[config.mk]
export PLATFORM = sky130hd
export DESIGN_NAME = dac_capture_buf
export DESIGN_NICKNAME = d
export VERILOG_FILES = /design/src/rtl/dac_cap_pkg.sv /design/src/rtl/dac_cap_ram.sv /design/src/rtl/dac_capture_buf.sv
export SDC_FILE = /design/constraint.sdc
export NUM_CORES = 2
export LEC_CHECK = 0
export CORE_ASPECT_RATIO = 0.6
export CORE_MARGIN = 2
export CORE_UTILIZATION = 47
export DETAILED_ROUTE_END_ITERATION = 8
export RECOVER_POWER = 100
export SYNTH_ARGS = -nofsm -noshare
export SYNTH_HDL_FRONTEND = slang
export SYNTH_SLANG_ARGS = --single-unit
[constraint.sdc]
create_clock -name clk -period 5.7 [get_ports clk]
set_input_delay 1.71 -clock clk [delete_from_list [all_inputs] [get_ports clk]]
set_output_delay 1.71 -clock clk [all_outputs]
set_load 0.03 [all_outputs]
[src/rtl/dac_cap_pkg.sv]
// Shared types and constants for the DAC capture buffer.
package dac_cap_pkg;

    localparam int DAC_W     = 13;
    localparam int DEF_DEPTH = 256;
    localparam int DEF_HOLD  = 16;

    typedef enum logic [2:0] {
        ST_IDLE,
        ST_ARMED,
        ST_CAPTURE,
        ST_HOLDOFF,
        ST_READOUT
    } cap_state_e;

endpackage

[src/rtl/dac_cap_ram.sv]
// Capture storage: one write port, one registered read port, no reset.
// rd_data holds its value on cycles where rd_en is low.
module dac_cap_ram
    import dac_cap_pkg::*;
#(
    parameter int DEPTH = DEF_DEPTH,
    parameter int WIDTH = DAC_W
) (
    input  logic                     clk,
    input  logic                     wr_en,
    input  logic [$clog2(DEPTH)-1:0] wr_addr,
    input  logic [WIDTH-1:0]         wr_data,
    input  logic                     rd_en,
    input  logic [$clog2(DEPTH)-1:0] rd_addr,
    output logic [WIDTH-1:0]         rd_data
);

    logic [WIDTH-1:0] mem [DEPTH];

    // Write port.
    always_ff @(posedge clk) begin
        if (wr_en) begin
            mem[wr_addr] <= wr_data;
        end
    end

    // Registered read port, one cycle of latency.
    always_ff @(posedge clk) begin
        if (rd_en) begin
            rd_data <= mem[rd_addr];
        end
    end

endmodule

[src/rtl/dac_capture_buf.sv]
// DAC capture buffer: records DAC words on dac_en rising edges inside a
// store_strb window (plus a hold-off tail), then streams them out.
//
//   state      | meaning
//   -----------+-----------------------------------------------------------
//   ST_IDLE    | waiting for arm; results of last capture stay readable
//   ST_ARMED   | waiting for a store_strb rising edge
//   ST_CAPTURE | store_strb high, dac_en edges write the RAM
//   ST_HOLDOFF | store_strb low, capture continues for HOLD cycles
//   ST_READOUT | words 0..cap_count-1 streamed on rd_*
module dac_capture_buf
    import dac_cap_pkg::*;
#(
    parameter int DEPTH = DEF_DEPTH,
    parameter int HOLD  = DEF_HOLD
) (
    input  logic                      clk,
    input  logic                      rst_n,
    input  logic                      arm,
    input  logic                      abort,
    input  logic                      store_strb,
    input  logic signed [DAC_W-1:0]   dac_din,
    input  logic                      dac_en,
    input  logic                      oflow_in,
    output logic                      rd_valid,
    input  logic                      rd_ready,
    output logic [DAC_W-1:0]          rd_data,
    output logic                      rd_last,
    output logic                      busy,
    output logic                      done,
    output logic                      full,
    output logic                      oflow_seen,
    output logic [$clog2(DEPTH):0]    cap_count
);

    localparam int AW = $clog2(DEPTH);
    localparam int CW = AW + 1;
    localparam int HW = $clog2(HOLD + 1);

    cap_state_e        state, state_nxt;
    logic              done_nxt;
    logic              strb_q, en_q;
    logic              strb_rise, en_rise;
    logic              capturing;
    logic              wr_en;
    logic [HW-1:0]     hold_cnt;

    logic [CW-1:0]     fetch_ptr;
    logic              ram_vld;
    logic              ram_last;
    logic              ram_re;
    logic [DAC_W-1:0]  ram_rdata;
    logic              move;
    logic              xfer;

    assign strb_rise = store_strb & ~strb_q;
    assign en_rise   = dac_en & ~en_q;
    assign capturing = (state == ST_CAPTURE) || (state == ST_HOLDOFF);
    // cap_count never exceeds DEPTH, so its MSB alone marks a full buffer.
    assign full      = cap_count[CW-1];
    assign wr_en     = capturing & en_rise & ~full & ~abort;
    assign busy      = (state != ST_IDLE);

    // Readout handshake: the RAM output slot drains into the output register
    // whenever that register is empty or being consumed this cycle.
    assign xfer   = rd_valid & rd_ready;
    assign move   = ram_vld & (~rd_valid | rd_ready);
    assign ram_re = (state == ST_READOUT) & ~abort & (fetch_ptr < cap_count) & (~ram_vld | move);

    dac_cap_ram #(
        .DEPTH (DEPTH),
        .WIDTH (DAC_W)
    ) u_ram (
        .clk     (clk),
        .wr_en   (wr_en),
        .wr_addr (cap_count[AW-1:0]),
        .wr_data (dac_din),
        .rd_en   (ram_re),
        .rd_addr (fetch_ptr[AW-1:0]),
        .rd_data (ram_rdata)
    );

    // State register and one-cycle done pulse.
    always_ff @(posedge clk or negedge rst_n) begin
        if (!rst_n) begin
            state <= ST_IDLE;
            done  <= 1'b0;
        end else begin
            state <= state_nxt;
            done  <= done_nxt;
        end
    end

    // Next-state logic; abort overrides everything and never produces done.
    always_comb begin
        state_nxt = state;
        done_nxt  = 1'b0;
        if (abort) begin
            state_nxt = ST_IDLE;
        end else begin
            case (state)
                ST_IDLE: begin
                    if (arm) state_nxt = ST_ARMED;
                end
                ST_ARMED: begin
                    if (strb_rise) state_nxt = ST_CAPTURE;
                end
                ST_CAPTURE: begin
                    if (full)             state_nxt = ST_READOUT;
                    else if (!store_strb) state_nxt = ST_HOLDOFF;
                end
                ST_HOLDOFF: begin
                    if (full || hold_cnt == '0) state_nxt = ST_READOUT;
                end
                ST_READOUT: begin
                    if (cap_count == '0 || (xfer && rd_last)) begin
                        state_nxt = ST_IDLE;
                        done_nxt  = 1'b1;
                    end
                end
                default: state_nxt = ST_IDLE;
            endcase
        end
    end

    // Edge history, capture counter, sticky overflow flag and hold-off timer.
    always_ff @(posedge clk or negedge rst_n) begin
        if (!rst_n) begin
            strb_q     <= 1'b0;
            en_q       <= 1'b0;
            cap_count  <= '0;
            oflow_seen <= 1'b0;
            hold_cnt   <= '0;
        end else begin
            strb_q <= store_strb;
            en_q   <= dac_en;
            if (state == ST_ARMED && state_nxt == ST_CAPTURE) begin
                cap_count  <= '0;
                oflow_seen <= 1'b0;
            end else begin
                if (wr_en)                 cap_count  <= cap_count + 1'b1;
                if (capturing && oflow_in) oflow_seen <= 1'b1;
            end
            // Reloaded throughout CAPTURE so HOLDOFF starts from HOLD-1.
            if (state == ST_CAPTURE) begin
                hold_cnt <= HW'(HOLD - 1);
            end else if (state == ST_HOLDOFF && hold_cnt != '0) begin
                hold_cnt <= hold_cnt - 1'b1;
            end
        end
    end

    // Read-ahead pipeline: RAM fetch pointer, RAM output slot, output register.
    always_ff @(posedge clk or negedge rst_n) begin
        if (!rst_n) begin
            fetch_ptr <= '0;
            ram_vld   <= 1'b0;
            ram_last  <= 1'b0;
            rd_valid  <= 1'b0;
            rd_data   <= '0;
            rd_last   <= 1'b0;
        end else if (state != ST_READOUT || abort) begin
            fetch_ptr <= '0;
            ram_vld   <= 1'b0;
            rd_valid  <= 1'b0;
            rd_last   <= 1'b0;
        end else begin
            if (ram_re) begin
                fetch_ptr <= fetch_ptr + 1'b1;
                ram_last  <= (fetch_ptr == cap_count - 1'b1);
                ram_vld   <= 1'b1;
            end else if (move) begin
                ram_vld   <= 1'b0;
            end
            if (move) begin
                rd_valid <= 1'b1;
                rd_data  <= ram_rdata;
                rd_last  <= ram_last;
            end else if (xfer) begin
                rd_valid <= 1'b0;
                rd_last  <= 1'b0;
            end
        end
    end

endmodule

==> metrics.md <==
| Metric | Value |
|---|---|
| Final min period | between 5000 and 6000 ps |
| Global route hottest layer | met1 |
| Setup bufs post-CTS | 0 |
| Hold buffer count at CTS | 0 |
| CTS buffer count | 303 |
| Critical path depth in cells | 4 |
| Remaining global-route overflow | 0 |
| Pwr/cell area | between 300 and 400 mW/mm^2 |
| Reg2reg end | u_ram.mem[0][2] |
| Post-DR vias/cell | about 6.5 |
| CP max stage cell | nand2_1 |
| Area Overhead vs Synth | 12.1% |
| Ys flop type | edfxtp_1 |
| Clock sink count | approximately 3.4k |
| Post_cts resized | 0 |
| Adder-cell share of the synthesized area | 0.00161 |
| Gr usage total | 0.281 |
| Fin area | ~0.15 sq mm |
| Simple-Gate Fraction of Synth Area | 0.0229 |
| Clk pin slew, worst setup/hold paths | around 70 ps |
| Post-route ant nets | 0 |
| Gpl congestion | ~0.92 |
| Post-Synth XOR/XNOR Area | 0.00192 |
| Failing checks | max-capacitance violations, max-slew violations |
| Initial antenna violation count | 35 |
| Clock buffer depth | 4 |
| Commonest non-fill, non-tap cell in the layout | edfxtp_1 |
| Avg WL per Cell | roughly 38 microns |
| Worst setup path endpoint | u_ram.mem[0][2] |
| Worst VDD drop | around 260 uV |
| Nature of the critical path startpoint | register |
| Reg-to-Reg Start | cap_count[2] |
| Delay-heaviest family, CP | simple AND/OR/NAND/NOR gates |
| Count of final setup violators | 0 |
| Synth Net Count | approximately 6.3k |
| WP buf/inv | 1 |
| Netlist cell types | 83 |
| Die area | 0.285 sq mm |
| Seq/Total Area, Yosys | 0.769 |
| Result of the run | finished with violations |
| # IOs | approximately 50 |
| EDFF count, synth | approximately 3.3k |
| DR iter-0 viols | approximately 13k |
| Leakage | around 44 nW |
| Commonest non-fill, non-tap cells in the layout | edfxtp_1 (3341), mux4_2 (682), clkbuf_1 (396) |
| Die H | roughly 410 microns |
| Worst hold slack | between 400 and 500 ps |
| Post-Synthesis Cells | 6284 |
| GR Util met3 | 0.114 |
| Final Hold Violating Endpoints | 0 |
| WS Path Type | reg2reg |
| Met1 Use GR | 0.438 |
| Post-synthesis register bit count | 3388 |
| Critical path required time | approximately 6300 ps |
| NumNets Final | roughly 6.9k |
| CP peak stage delay | about 2200 ps |
| Met2 usage | 0.366 |
| Vias in the first global route | roughly 66k |
| Compound-Gate Fraction of Synth Area | 0.0371 |
| Yosys warnings | 0 |
| Chip width | between 600 and 700 microns |
| CP startpoint | cap_count[2] |
| R2r worst-path depth | 4 |
| Slew @ Worst Pin | 4620 ps |
| Clock latency on the worst-skew pair | about 900 ps |
| Core area | ~0.28 sq mm |
| R2r setup slk | 330 ps |
| Drt pass-1 iters | 8 |
| Crit-path cells | nor2_1 -> nand2_1 -> nor2_1 -> buf_4 |
| Period utilisation layout | 0.942 |
| Max Cap Viol | 27 |
| Avg Synthesized Cell Area | roughly 21 sq um |
| DP Area | roughly 0.14 sq mm |
| Largest family of logic cells by synthesized area | multiplexers |
| First-pass GRT wire length | roughly 550 mm |
| Mux cell area share after synthesis | 0.147 |
| Setup TNS | 0 ps |
| HP Class | reg2reg |
| Fmax | roughly 190 MHz |
| Clock Skew | approximately 45 ps |
| Port Buffers | 48 |
| Hold Crit Depth | 1 |
| Post-route DRC violation count | 0 |
| Number of fill cells in the layout | 21.7k |
| Clock Tree Root | clkbuf_16 |
| Max-slew violation count | 1677 |
| Mapped Area | 0.132 sq mm |
| Row Count | 150 |
| Element type at the critical path end | register |
| HPWL Detailed | 256 mm |
| Post-synth ARST share | 0.0139 |
| H-tree levels | 5 |
| Via count | between 70k and 80k |
| Max_slew headroom | -2.08 |
| Initial Utilization | 0.473 |
| Pin count of the biggest net entering global routing | 110 |
| Layout cells sized above 1 | 0.212 |
| Most frequent CP cell | nor2_1 |
| TritonCTS clock tree | done |
| CP arrival | roughly 5900 ps |
| RSZ-0062 raised after global routing | no |
| Total Wirelength | 406 mm |
| Crit-path max FO | 17 |
per-stage QoR:
| stage | utilization | power, W | worst slack [ps] | instances |
|---|---|---|---|---|
| 4_1_cts | 0.536 | 0.0498 | 938 | 10800 |
| 6_report | 0.531 | 0.0496 | 332 | 10800 |
| 3_5_place_dp | 0.501 | 0.0293 | 891 | 10200 |
| 5_1_grt | 0.530 | 0.0508 | 325 | 10800 |
| 2_1_floorplan | - | 0.0282 | 1410 | 6284 |
| 3_3_place_gp | 0.500 | 0.0293 | 897 | 10200 |
cells by family after synthesis:
family,after synthesis
AO/OA/AOI/OAI,686
XOR/XNOR,29
adder cells (fa/ha/maj),17
buffers and inverters,395
flip-flops,3388
multiplexers,1075
AND/OR/NAND/NOR,694
worst min path at each step:
stage,startpoint,endpoint,slack (ps)
2_1_floorplan,u_ram.rd_data[12],rd_data[12],460
3_3_place_gp,u_ram.rd_data[12],rd_data[12],460
3_5_place_dp,u_ram.rd_data[11],rd_data[11],470
4_1_cts,u_ram.rd_data[11],rd_data[11],490
5_1_grt,u_ram.rd_data[11],rd_data[11],490
6_report,u_ram.rd_data[11],rd_data[11],490
layout make-up:
cell class / count / area (sq um) / share of cell area
Sequential cell: 3388 / 102000 / 0.686
Inverter: 20 / 80.1 / 0.000541
Clock buffer: 378 / 8120 / 0.0548
Timing Repair Buffer: 606 / 3770 / 0.0255
Multi-Input combinational cell: 2501 / 28100 / 0.190
Tap cell: 3724 / 4660 / 0.0315
Antenna cell: 25 / 62.6 / 0.000423
Clock inverter: 159 / 1710 / 0.0116
report_power, final:
part           internal (W)  switching [W]  leakage, nW
combinational      0.000175        0.00113         8.73
sequential           0.0274      0.0000677         30.6
clock                0.0117        0.00912         4.76
cell usage after synthesis, types with 47 or more instances:
cell      count  area, sq um
a21oi_1     108          541
a221oi_1     53          464
a22oi_1     128          961
buf_2        91          455
clkbuf_1    146          548
dfrtp_1      47         1180
edfxtp_1   3341       100000
mux2_2       96         1080
mux2i_1     295         2950
mux4_2      682        15400
nand2_1     142          533
nor2_1      347         1300
nor3_1       51          255
o21ai_0      55          275
o22ai_1      48          300
routing by layer:
layer	part of all wire	up-vias
li1	-	27300
met4	0.025	16
met1	0.42	37300
met3	0.16	554
met2	0.40	5199
met5	0.00026	-
state kept, by name (all words and copies together), names as in the netlist, 3 cells and up:
| name | flops |
|---|---|
| cap_count | 9 |
| fetch_ptr | 9 |
| hold_cnt | 5 |
| rd_data | 13 |
| state | 3 |
| u_ram.mem | 3328 |
| u_ram.rd_data | 13 |
(Power assumes the default switching activity.)
